`src/rtl/uart_cmd_if.sv`:
```
// uart_cmd_if
// Bundles the byte stream from the UART receiver, the command handshake toward
// the application, the payload read port and the status/error pulses of
// uart_cmd_controller.
//   rx_valid/rx_data                 byte strobe and byte from the receiver
//   cmd_valid/cmd_ack                pending-command handshake
//   cmd_code/cmd_len                 code and payload length of the pending frame
//   rd_addr/rd_data                  combinational payload read port
//   busy                             controller is inside a frame or holding one
//   err_chk/err_len/err_timeout      single-cycle error pulses
//   overrun                          single-cycle byte-dropped pulse
// Modport slave is the controller side; master is the receiver/application side.
`timescale 1ns/1ps
interface uart_cmd_if;
    logic       rx_valid;
    logic [7:0] rx_data;
    logic       cmd_valid;
    logic       cmd_ack;
    logic [7:0] cmd_code;
    logic [3:0] cmd_len;
    logic [3:0] rd_addr;
    logic [7:0] rd_data;
    logic       busy;
    logic       err_chk;
    logic       err_len;
    logic       err_timeout;
    logic       overrun;

    modport slave (
        input  rx_valid, rx_data, cmd_ack, rd_addr,
        output cmd_valid, cmd_code, cmd_len, rd_data, busy,
               err_chk, err_len, err_timeout, overrun
    );

    modport master (
        output rx_valid, rx_data, cmd_ack, rd_addr,
        input  cmd_valid, cmd_code, cmd_len, rd_data, busy,
               err_chk, err_len, err_timeout, overrun
    );
endinterface

```
`src/rtl/uart_cmd_controller.sv`:
```
// uart_cmd_controller
// Assembles frames of the form SYNC, CMD, LEN, payload[LEN], XOR checksum from
// the receiver's one-cycle byte strobes. A frame whose checksum matches is held
// for the application (cmd_valid until cmd_ack). Bad length, bad checksum,
// inter-byte timeout and bytes arriving while a command is held are reported
// as registered one-cycle pulses.
// Ports:
//   clk_50MHz  system clock
//   reset      asynchronous, active-high; aborts any frame and clears the payload
//   bus        uart_cmd_if.slave (see rtl/uart_cmd_if.sv for the signal list)
`timescale 1ns/1ps
module uart_cmd_controller #(
    parameter int         MAX_LEN        = 8,
    parameter logic [7:0] SYNC_BYTE      = 8'hAA,
    parameter int         TIMEOUT_CYCLES = 50000
) (
    input  logic       clk_50MHz,
    input  logic       reset,
    uart_cmd_if.slave  bus
);

    localparam int                 CNT_W      = (TIMEOUT_CYCLES > 1) ? $clog2(TIMEOUT_CYCLES) : 1;
    localparam logic [CNT_W-1:0]   CNT_LAST   = CNT_W'(TIMEOUT_CYCLES - 1);
    localparam logic [7:0]         MAX_LEN_B  = 8'(MAX_LEN);
    localparam logic [3:0]         MAX_LEN_N  = 4'(MAX_LEN);

    typedef enum logic [2:0] {
        S_IDLE,
        S_CMD,
        S_LEN,
        S_PAYLOAD,
        S_CHK,
        S_HOLD
    } state_t;

    state_t           state, state_next;
    logic [7:0]       code_q;
    logic [3:0]       len_q;
    logic [3:0]       idx_q;
    logic [7:0]       chk_q;
    logic [CNT_W-1:0] cnt_q;
    // Indexed directly by the 4-bit idx/rd_addr; entries at or above MAX_LEN
    // are never written and stay at their reset value.
    logic [7:0]       pay_buf [16];

    logic err_chk_q, err_len_q, err_timeout_q, overrun_q;
    logic err_chk_next, err_len_next, err_timeout_next, overrun_next;
    logic expire;

    // A byte on the expiry cycle takes priority over the timeout.
    assign expire = (cnt_q == CNT_LAST) && !bus.rx_valid;

    always_comb begin
        state_next       = state;
        err_chk_next     = 1'b0;
        err_len_next     = 1'b0;
        err_timeout_next = 1'b0;
        overrun_next     = 1'b0;
        case (state)
            S_IDLE: begin
                if (bus.rx_valid && bus.rx_data == SYNC_BYTE)
                    state_next = S_CMD;
            end
            S_CMD: begin
                if (bus.rx_valid) begin
                    state_next = S_LEN;
                end else if (expire) begin
                    state_next       = S_IDLE;
                    err_timeout_next = 1'b1;
                end
            end
            S_LEN: begin
                if (bus.rx_valid) begin
                    if (bus.rx_data > MAX_LEN_B) begin
                        state_next   = S_IDLE;
                        err_len_next = 1'b1;
                    end else if (bus.rx_data == 8'h00) begin
                        state_next = S_CHK;
                    end else begin
                        state_next = S_PAYLOAD;
                    end
                end else if (expire) begin
                    state_next       = S_IDLE;
                    err_timeout_next = 1'b1;
                end
            end
            S_PAYLOAD: begin
                if (bus.rx_valid) begin
                    if (idx_q == len_q - 4'd1)
                        state_next = S_CHK;
                end else if (expire) begin
                    state_next       = S_IDLE;
                    err_timeout_next = 1'b1;
                end
            end
            S_CHK: begin
                if (bus.rx_valid) begin
                    if (bus.rx_data == chk_q) begin
                        state_next = S_HOLD;
                    end else begin
                        state_next   = S_IDLE;
                        err_chk_next = 1'b1;
                    end
                end else if (expire) begin
                    state_next       = S_IDLE;
                    err_timeout_next = 1'b1;
                end
            end
            S_HOLD: begin
                // Bytes are dropped here even when cmd_ack releases the hold
                // on the same cycle; they never restart frame detection.
                if (bus.rx_valid)
                    overrun_next = 1'b1;
                if (bus.cmd_ack)
                    state_next = S_IDLE;
            end
            default: state_next = S_IDLE;
        endcase
    end

    always_ff @(posedge clk_50MHz or posedge reset) begin
        if (reset) begin
            state         <= S_IDLE;
            code_q        <= '0;
            len_q         <= '0;
            idx_q         <= '0;
            chk_q         <= '0;
            cnt_q         <= '0;
            err_chk_q     <= 1'b0;
            err_len_q     <= 1'b0;
            err_timeout_q <= 1'b0;
            overrun_q     <= 1'b0;
            for (int i = 0; i < 16; i++)
                pay_buf[i] <= '0;
        end else begin
            state         <= state_next;
            err_chk_q     <= err_chk_next;
            err_len_q     <= err_len_next;
            err_timeout_q <= err_timeout_next;
            overrun_q     <= overrun_next;

            // Inter-byte counter: idle outside the frame body, restarted by
            // every accepted byte.
            if (bus.rx_valid || state_next == S_IDLE || state_next == S_HOLD)
                cnt_q <= '0;
            else
                cnt_q <= cnt_q + CNT_W'(1);

            if (bus.rx_valid) begin
                case (state)
                    S_CMD: begin
                        code_q <= bus.rx_data;
                        chk_q  <= bus.rx_data;
                    end
                    S_LEN: begin
                        if (bus.rx_data <= MAX_LEN_B) begin
                            len_q <= bus.rx_data[3:0];
                            chk_q <= chk_q ^ bus.rx_data;
                            idx_q <= '0;
                        end
                    end
                    S_PAYLOAD: begin
                        pay_buf[idx_q] <= bus.rx_data;
                        chk_q          <= chk_q ^ bus.rx_data;
                        idx_q          <= idx_q + 4'd1;
                    end
                    default: ;
                endcase
            end
        end
    end

    assign bus.cmd_valid   = (state == S_HOLD);
    assign bus.busy        = (state != S_IDLE);
    assign bus.cmd_code    = code_q;
    assign bus.cmd_len     = len_q;
    assign bus.rd_data     = (bus.rd_addr < MAX_LEN_N) ? pay_buf[bus.rd_addr] : 8'h00;
    assign bus.err_chk     = err_chk_q;
    assign bus.err_len     = err_len_q;
    assign bus.err_timeout = err_timeout_q;
    assign bus.overrun     = overrun_q;

endmodule

```
`src/flat_wrapper.sv`:
```
// flat-port wrapper written by rule: the top's interface ports become plain ports
module uart_cmd_controller_flat 
#(
    parameter int         MAX_LEN        = 8,
    parameter logic [7:0] SYNC_BYTE      = 8'hAA,
    parameter int         TIMEOUT_CYCLES = 50000
)
  (clk_50MHz, reset, bus_rx_valid, bus_rx_data, bus_cmd_ack, bus_rd_addr, bus_cmd_valid, bus_cmd_code, bus_cmd_len, bus_rd_data, bus_busy, bus_err_chk, bus_err_len, bus_err_timeout, bus_overrun);
  uart_cmd_if bus_i ();
  input  logic clk_50MHz;
  input  logic reset;
  input wire logic [$bits(bus_i.rx_valid)-1:0] bus_rx_valid;
  input wire logic [$bits(bus_i.rx_data)-1:0] bus_rx_data;
  input wire logic [$bits(bus_i.cmd_ack)-1:0] bus_cmd_ack;
  input wire logic [$bits(bus_i.rd_addr)-1:0] bus_rd_addr;
  output wire logic [$bits(bus_i.cmd_valid)-1:0] bus_cmd_valid;
  output wire logic [$bits(bus_i.cmd_code)-1:0] bus_cmd_code;
  output wire logic [$bits(bus_i.cmd_len)-1:0] bus_cmd_len;
  output wire logic [$bits(bus_i.rd_data)-1:0] bus_rd_data;
  output wire logic [$bits(bus_i.busy)-1:0] bus_busy;
  output wire logic [$bits(bus_i.err_chk)-1:0] bus_err_chk;
  output wire logic [$bits(bus_i.err_len)-1:0] bus_err_len;
  output wire logic [$bits(bus_i.err_timeout)-1:0] bus_err_timeout;
  output wire logic [$bits(bus_i.overrun)-1:0] bus_overrun;
  assign bus_i.rx_valid = bus_rx_valid;
  assign bus_i.rx_data = bus_rx_data;
  assign bus_i.cmd_ack = bus_cmd_ack;
  assign bus_i.rd_addr = bus_rd_addr;
  assign bus_cmd_valid = bus_i.cmd_valid;
  assign bus_cmd_code = bus_i.cmd_code;
  assign bus_cmd_len = bus_i.cmd_len;
  assign bus_rd_data = bus_i.rd_data;
  assign bus_busy = bus_i.busy;
  assign bus_err_chk = bus_i.err_chk;
  assign bus_err_len = bus_i.err_len;
  assign bus_err_timeout = bus_i.err_timeout;
  assign bus_overrun = bus_i.overrun;
  uart_cmd_controller #(.MAX_LEN(MAX_LEN), .SYNC_BYTE(SYNC_BYTE), .TIMEOUT_CYCLES(TIMEOUT_CYCLES)) u_core (.clk_50MHz(clk_50MHz), .reset(reset), .bus(bus_i));
endmodule
```
`config.mk`:
```
export PLATFORM = sky130hd
export DESIGN_NAME = uart_cmd_controller_flat
export DESIGN_NICKNAME = d
export VERILOG_FILES = /design/src/rtl/uart_cmd_if.sv /design/src/rtl/uart_cmd_controller.sv /design/src/flat_wrapper.sv
export SDC_FILE = /design/constraint.sdc
export NUM_CORES = 1
export LEC_CHECK = 0
export CORE_MARGIN = 8
export CORE_UTILIZATION = 50
export CTS_BUF_LIST = sky130_fd_sc_hd__clkbuf_16
export CTS_CLUSTER_DIAMETER = 200
export DETAILED_ROUTE_END_ITERATION = 8
export PLACE_DENSITY = 0.73
export SYNTH_ARGS = -nofsm -noshare
export SYNTH_HDL_FRONTEND = slang
export SYNTH_SLANG_ARGS = --single-unit
```
`constraint.sdc`:
```
create_clock -name clk_50MHz -period 3.1 [get_ports clk_50MHz]
set_input_delay 0.465 -clock clk_50MHz [delete_from_list [all_inputs] [get_ports clk_50MHz]]
set_output_delay 0.465 -clock clk_50MHz [all_outputs]
set_load 0.02 [all_outputs]
```
==> run_results.csv <==
group,metric,value,unit
setup_path,worstPathArrival,2.49,ns
pwr,powerDensity,531,nW/µm²
placement,placed_cells,624,
logic_synthesis,netlist_area,5560,µm²
setup_path,rrSetupSlack,0.64,ns
clock_network,clk_path_buf_depth,2,
routing,postRouteAntennaNets,0,
die,dieArea,14800,µm²
run,timing.max_cap.violations,0,
sta,fin_crit_sh,0.954,
die,die_w,121,µm
grt,grt_start_max_net_pins,48,
clock_network,clkSlewWorstSetupHoldPaths,0.08,ns
outcome,status,"finished, final reports clean",
clock_network,cts_hold_buf,0,
routing,first_iter_violations,282,
placement,port-buffer-count,41,
sta,rsz0062_at_grt,"false",
clock_network,clock_latency,0.36,ns
logic_synthesis,ys.flop_type,"dfrtp_1",
setup_path,r2r-start,"u_core.state[1]",
die,die_h,121,µm
routing,wl,12200,µm
logic_synthesis,yosysSeqAreaShare,0.499,
placement,place.detailed.hpwl,8330,µm
sta,max-slew-margin-rel,0.489,
routing,dr_total_vias,3698,
sta,hold_viol,0,
setup_path,crit_chain,"clkdlybuf4s50_1 > buf_12 > mux4_2 > mux2i_1 > nor2_1 > clkdlybuf4s50_1",
setup_path,ff2ff_path_depth,6,
logic_synthesis,synth_edf_count,0,
die,row_count,38,
setup_path,crit_type,"input pin to output pin",
clock_network,cts_resized,0,
clock_network,cts-htree-levels,3,
logic_synthesis,synth_cell_type_count,49,
placement,place.gp.congestion,0.883,
routing,via_per_inst,5.78,
finish,final_common_cell,"dfrtp_1",
pwr,vdd_drop_max,0.678,mV
clock_network,numCtsBuffers,9,
sta,min_period,2.96,ns
finish,final_nets,517,
setup_path,cp.required,2.63,ns
finish,final_cells,640,
grt,grt_usage,0.178,
sta,skew,0.00815,ns
grt,grt_pass1_wl,20500,µm
sta,slew_viol_final,0,
pwr,p_total,3.49,mW
logic_synthesis,async_reset_ff_frac,1.00,
setup_path,crit_buf_inv,3,
setup_path,cpMostUsedCell,"clkdlybuf4s50_1",
placement,post-place-ws,0.124,ns
die,initial_core_util,0.513,
finish,area_delta_synth_final,18.0,%
setup_path,crit_family,"buffers and inverters",
pwr,leakage,3.07,nW
routing,drc,0,
min_path,hold_class,"input pin to asynchronous set/reset pin",
grt,grt-ovfl-total,0,
clock_network,cts.sinks,111,
finish,n_antenna_cell,0,
logic_synthesis,postSynthAreaPerCell,12.5,µm²
sta,setup_viol,0,
routing,firstDrtPassIters,4,
setup_path,max_stage_delay,0.56,ns
sta,fin_ws,0.144,ns
finish,drive_gt1_frac,0.300,
setup_path,reg2reg_to,"u_core.pay_buf[64]",
routing,wl_per_cell,19.0,µm
grt,grt_pass1_vias,3803,
sta,fmax,338,MHz
setup_path,start_kind,"input pin",
sta,tightest_slew,0.759,ns
die,ios,42,
setup_path,crit_fanout,16,
logic_synthesis,post_synth_inst_count,446,
finish,nFillCells,845,
setup_path,worst_path_max_delay_cell,"clkdlybuf4s50_1",
logic_synthesis,synth_fp_nets,468,
clock_network,cts_setup_buffers,0,
clock_network,cts_tree,"built",
logic_synthesis,synth-seq-cells,111,
clock_network,root_buffer,"clkbuf_16",
finish,mostFrequentLayoutCells,"111 x dfrtp_1, 73 x mux2_2, 41 x clkdlybuf4s50_1",
logic_synthesis,yosysWarnings,0,
setup_path,end_kind,"output pin",
die,core-area,10800,µm²
sta,fin_setup_tns,0,ns
grt,antenna_found_initial,0,
[worst max path at each step]
stage / endpoint / start / cells past startpoint
after global routing: bus_rd_data[2] / bus_rd_addr[0] / 6
after detailed placement: bus_rd_data[2] / bus_rd_addr[0] / 6
after floorplan: bus_rd_data[5] / bus_rd_addr[0] / 5
after global placement: bus_rd_data[2] / bus_rd_addr[0] / 6
after CTS: bus_rd_data[2] / bus_rd_addr[0] / 6
final: bus_rd_data[2] / bus_rd_addr[0] / 6
[area by class of cell]
type,count,area [µm²],share of cell area
tap,140,175,0.0267
multi-input combinational,296,2620,0.398
inverter,8,33.8,0.00514
timing repair buffer,69,658,0.100
sequential,111,2780,0.423
clock inverter,7,80.1,0.0122
clock buffer,9,225,0.0343
[per-stage QoR]
step	hold WS (ns)	area [µm²]	util
final	0.464	6570	0.606
after global routing	0.492	6570	0.606
after CTS	0.463	6570	0.606
after detailed placement	0.452	6260	0.578
after global placement	0.445	6260	0.578
after floorplan	0.428	5570	-
[cells in the mapped netlist, types with 2 or more instances]
library cell	n	area share
mux2i_1	9	0.016
and3_1	6	0.0067
and2_1	7	0.0079
o21ai_0	13	0.012
a21o_1	9	0.012
xnor2_1	11	0.017
nand3b_1	2	0.0027
or4_1	3	0.0040
nor2_1	19	0.013
or3_1	2	0.0022
mux2_2	73	0.15
mux2_1	2	0.0040
nand3_1	11	0.0099
buf_1	4	0.0027
ha_1	6	0.013
buf_2	9	0.0081
nor3b_1	11	0.015
mux4_2	16	0.065
o31ai_1	3	0.0040
nor4_1	4	0.0045
a21boi_0	2	0.0027
a22o_1	3	0.0047
nand2_1	26	0.018
dfrtp_1	111	0.50
a21oi_1	7	0.0063
clkbuf_1	16	0.011
a21oi_2	10	0.016
inv_1	7	0.0047
xor2_1	17	0.027
nor3_1	6	0.0054
and4_1	3	0.0047
[worst register-to-register path, cell delays in order, from the launching register on]
cell and delay, ns:
dfrtp_1 0.58, inv_1 0.13, nor3_1 0.22, nand2_1 0.13, nor3b_1 0.45, nand2_1 0.41, mux2_1 0.42
[registers in the layout, summed over array words and instances (netlist names)]
name                    count
u_core.cnt_q               16
u_core.bus.cmd_len          4
u_core.bus.overrun          1
u_core.pay_buf             64
u_core.bus.cmd_code         8
u_core.bus.err_timeout      1
u_core.state                3
u_core.idx_q                4
u_core.bus.err_len          1
u_core.chk_q                8
u_core.bus.err_chk          1
[routing by layer]
layer  track usage  wire length, µm
met5             0                0
met3        0.0475              538
met1         0.232             5380
met4        0.0563              176
met2         0.284             6100
[cell families after synthesis]
group / Yosys count / synth area share
AOI/OAI and AO/OA: 53 / 0.0690
xor gates and xnor gates: 28 / 0.0441
adders and majority gates: 6 / 0.0135
buffers and inverters: 39 / 0.0306
DFF: 111 / 0.499
muxes: 100 / 0.233
and+or+nand+nor: 109 / 0.111
[report_power, final]
part           leakage (nW)  total, mW  internal [mW]  switching (mW)
clock                 0.144       1.19          0.639           0.556
combinational          1.39      0.622          0.312           0.309
sequential             1.54       1.67           1.56           0.112
total                  3.07       3.49           2.51           0.977
No activity file was read; power rests on OpenSTA's default activity.
==> RTL edit (config.mk and constraints unchanged) <==
`MAX_LEN` is set to 8 in 2 places; all go to 6.
--- a/src/rtl/uart_cmd_controller.sv
+++ b/src/rtl/uart_cmd_controller.sv
@@ -11,5 +11,5 @@
 `timescale 1ns/1ps
 module uart_cmd_controller #(
-    parameter int         MAX_LEN        = 8,
+    parameter int         MAX_LEN        = 6,
     parameter logic [7:0] SYNC_BYTE      = 8'hAA,
     parameter int         TIMEOUT_CYCLES = 50000
--- a/src/flat_wrapper.sv
+++ b/src/flat_wrapper.sv
@@ -2,5 +2,5 @@
 module uart_cmd_controller_flat 
 #(
-    parameter int         MAX_LEN        = 8,
+    parameter int         MAX_LEN        = 6,
     parameter logic [7:0] SYNC_BYTE      = 8'hAA,
     parameter int         TIMEOUT_CYCLES = 50000
Formal check against the unedited RTL: not equivalent (Yosys sat finds a counterexample within 4 cycles, from zero or initial values and one cycle with reset high).
==> RTL edit against the unedited design <==
Area after synthesis fell by 10%; die area is 8.9% lower; design area fell by 9.4%; critical path depth stayed put; clock skew down 1.5 ps; routed wire length is 12% lower; worst setup slack worse by 25 ps; total power shrank 18%; global-route usage shrank 0.72 points; sequential cell count down 16; largest cell class is now multi-input gates.
==> RTL edit: results (changes against the unedited design) <==
Finish
  • Fin util: 61.16% (was 60.57%)
  • Fill count: 792 (was 845)
  • Nets: 487 (was 517)
  • Biggest regs: u_core.pay_buf: 48 flops, u_core.cnt_q: 16 flops (was u_core.pay_buf: 64 flops, u_core.cnt_q: 16 flops)
  • Ratio of cells with drive above 1 in the final layout: 28.94% (was 30.00%)
  • Final cell count without fillers: 603 (was 640)

Clocking
  • Clk_lat worst skew: 340 ps (was 360 ps)
  • Post-CTS Setup Bufs: 0 (unchanged)
  • TritonCTS buffer count: 9 (unchanged)

Pwr
  • Switching pwr: 731.9 uW (was 977.5 uW)
  • Worst vdd ir: 0.2625 mV (was 0.6778 mV)
  • Leak pwr: 2.719 nW (was 3.072 nW)

Synthesis
  • Netlist cell types: 57 (was 49)
  • Most frequent cells after synthesis: 95 x dfrtp_1, 65 x mux2_2, 26 x clkbuf_1, 25 x nand2_1, 25 x nor2_1 (was 111 x dfrtp_1, 73 x mux2_2, 26 x nand2_1, 19 x nor2_1, 17 x xor2_1)
  • Synth Flop Type: dfrtp_1 (unchanged)
  • Multiplexer share of the synthesized area: 18.45% (was 23.27%)
  • Post-synthesis xor/xnor area fraction: 5.507% (was 4.407%)
  • Synth Area in Compound Gates: 6.533% (was 6.904%)
  • Post-Syn Nets: 449 (was 468)
  • Synthesized instance count: 427 (was 446)
  • Largest cells by area after synthesis: dfrtp_1 48%, mux2_2 15%, mux4_2 3.6%, xor2_1 3.0%, nor4_2 2.5% (was dfrtp_1 50%, mux2_2 15%, mux4_2 6.5%, xor2_1 2.7%, nand2_1 1.8%)
  • Register area share after synthesis: 47.56% (was 49.92%)
  • Post-Synth Adder-Cell Area: 1.502% (was 1.349%)

Timing
  • Clk_skew: 6.619 ps (was 8.148 ps)
  • Worst-margin pin slew: 678.9 ps (was 759.2 ps)

GRT
  • Met1 usage in global routing: 21.81% (was 23.17%)
  • Vias in the first global route: 3591 (was 3803)
  • Met2 Resource Use GR: 28.09% (was 28.41%)
  • Gr usage total: 17.10% (was 17.82%)
  • Largest net degree at the start of global routing: 48 (unchanged)
  • First-pass GRT wire length: 18.21 mm (was 20.53 mm)
  • Met3 Track Usage GR: 3.335% (was 4.746%)

Placed design
  • Post-Place Worst Slack: -9.310 ps (was 123.6 ps)
  • Placed Cells: 586 (was 624)
  • PortBufs: 41 (unchanged)
  • Routability Congestion: 0.8308 (was 0.8829)
  • DP Area: 0.005632 mm^2 (was 0.006261 mm^2)
  • Detail Placement HPWL: 7.721 mm (was 8.332 mm)

Route
  • Drt total wl: 10.75 mm (was 12.19 mm)
  • Detailed router's first-iteration violation count: 88 (was 282)
  • WL met3: 475 um (was 538 um)
  • DR WL met2: 5.312 mm (was 6.097 mm)
  • WL met1: 4.805 mm (was 5.376 mm)
  • DR vias: 3367 (was 3698)

Setup path
  • Worst EP arrival: 2520 ps (was 2490 ps)
  • Slowest-stage cell, CP: clkdlybuf4s50_1 (unchanged)
  • Top Family by Delay on Critical Path: buffers and inverters (unchanged)
  • R2R depth: 9 (was 6)
  • Crit-path max FO: 5 (was 16)

Status
  • Status: complete, no violations (unchanged)
==> RTL edit: cell count changes after synthesis, moves of 8 or more <==
cell | before | now
a21oi_2 | 10 | 0
dfrtp_1 | 111 | 95
a22oi_1 | 0 | 8
clkbuf_1 | 16 | 26
mux4_2 | 16 | 8
mux2i_1 | 9 | 1
mux2_2 | 73 | 65
nor4_2 | 1 | 10
==> RTL edit: final timing paths <==
check                                       from                      to  slack, ps
max reg2reg                u_core.bus.cmd_len[0]         u_core.cnt_q[1]        650
max in group asynchronous                  reset        u_core.cnt_q[15]       1970
max                               bus_rd_addr[0]          bus_rd_data[3]        120
min in group clk_50MHz           u_core.cnt_q[0]         u_core.cnt_q[0]        480
min                                        reset  u_core.bus.cmd_code[6]        470
min reg2reg                      u_core.cnt_q[0]         u_core.cnt_q[0]        480
==> RTL edit: logic make-up after synthesis <==
| logic type | Yosys count |
|---|---|
| buffers and inverters | 50 |
| muxes | 74 |
| adders and majority gates | 6 |
| xor gates and xnor gates | 29 |
| and+or+nand+nor | 127 |
| AOI/OAI and AO/OA | 46 |
| DFF | 95 |
==> RTL edit: power groups by stage <==
| stage | clock [mW] | sequential, mW | combinational, mW |
|---|---|---|---|
| floorplan | 0 | 1.41 | 0.189 |
| global placement | 0 | 1.38 | 0.369 |
| detailed placement | 0 | 1.38 | 0.379 |
| CTS | 1.13 | 1.36 | 0.382 |
| global route | 1.19 | 1.37 | 0.414 |
| finish | 1.11 | 1.36 | 0.375 |
==> RTL edit: final cells by class <==
type,instances,area share (%)
inverter,11,0.7149
clock buffer,9,3.785
tap,133,2.796
clock inverter,7,1.241
timing repair buffer,66,10.89
sequential,95,39.95
multi-input combinational,282,40.62
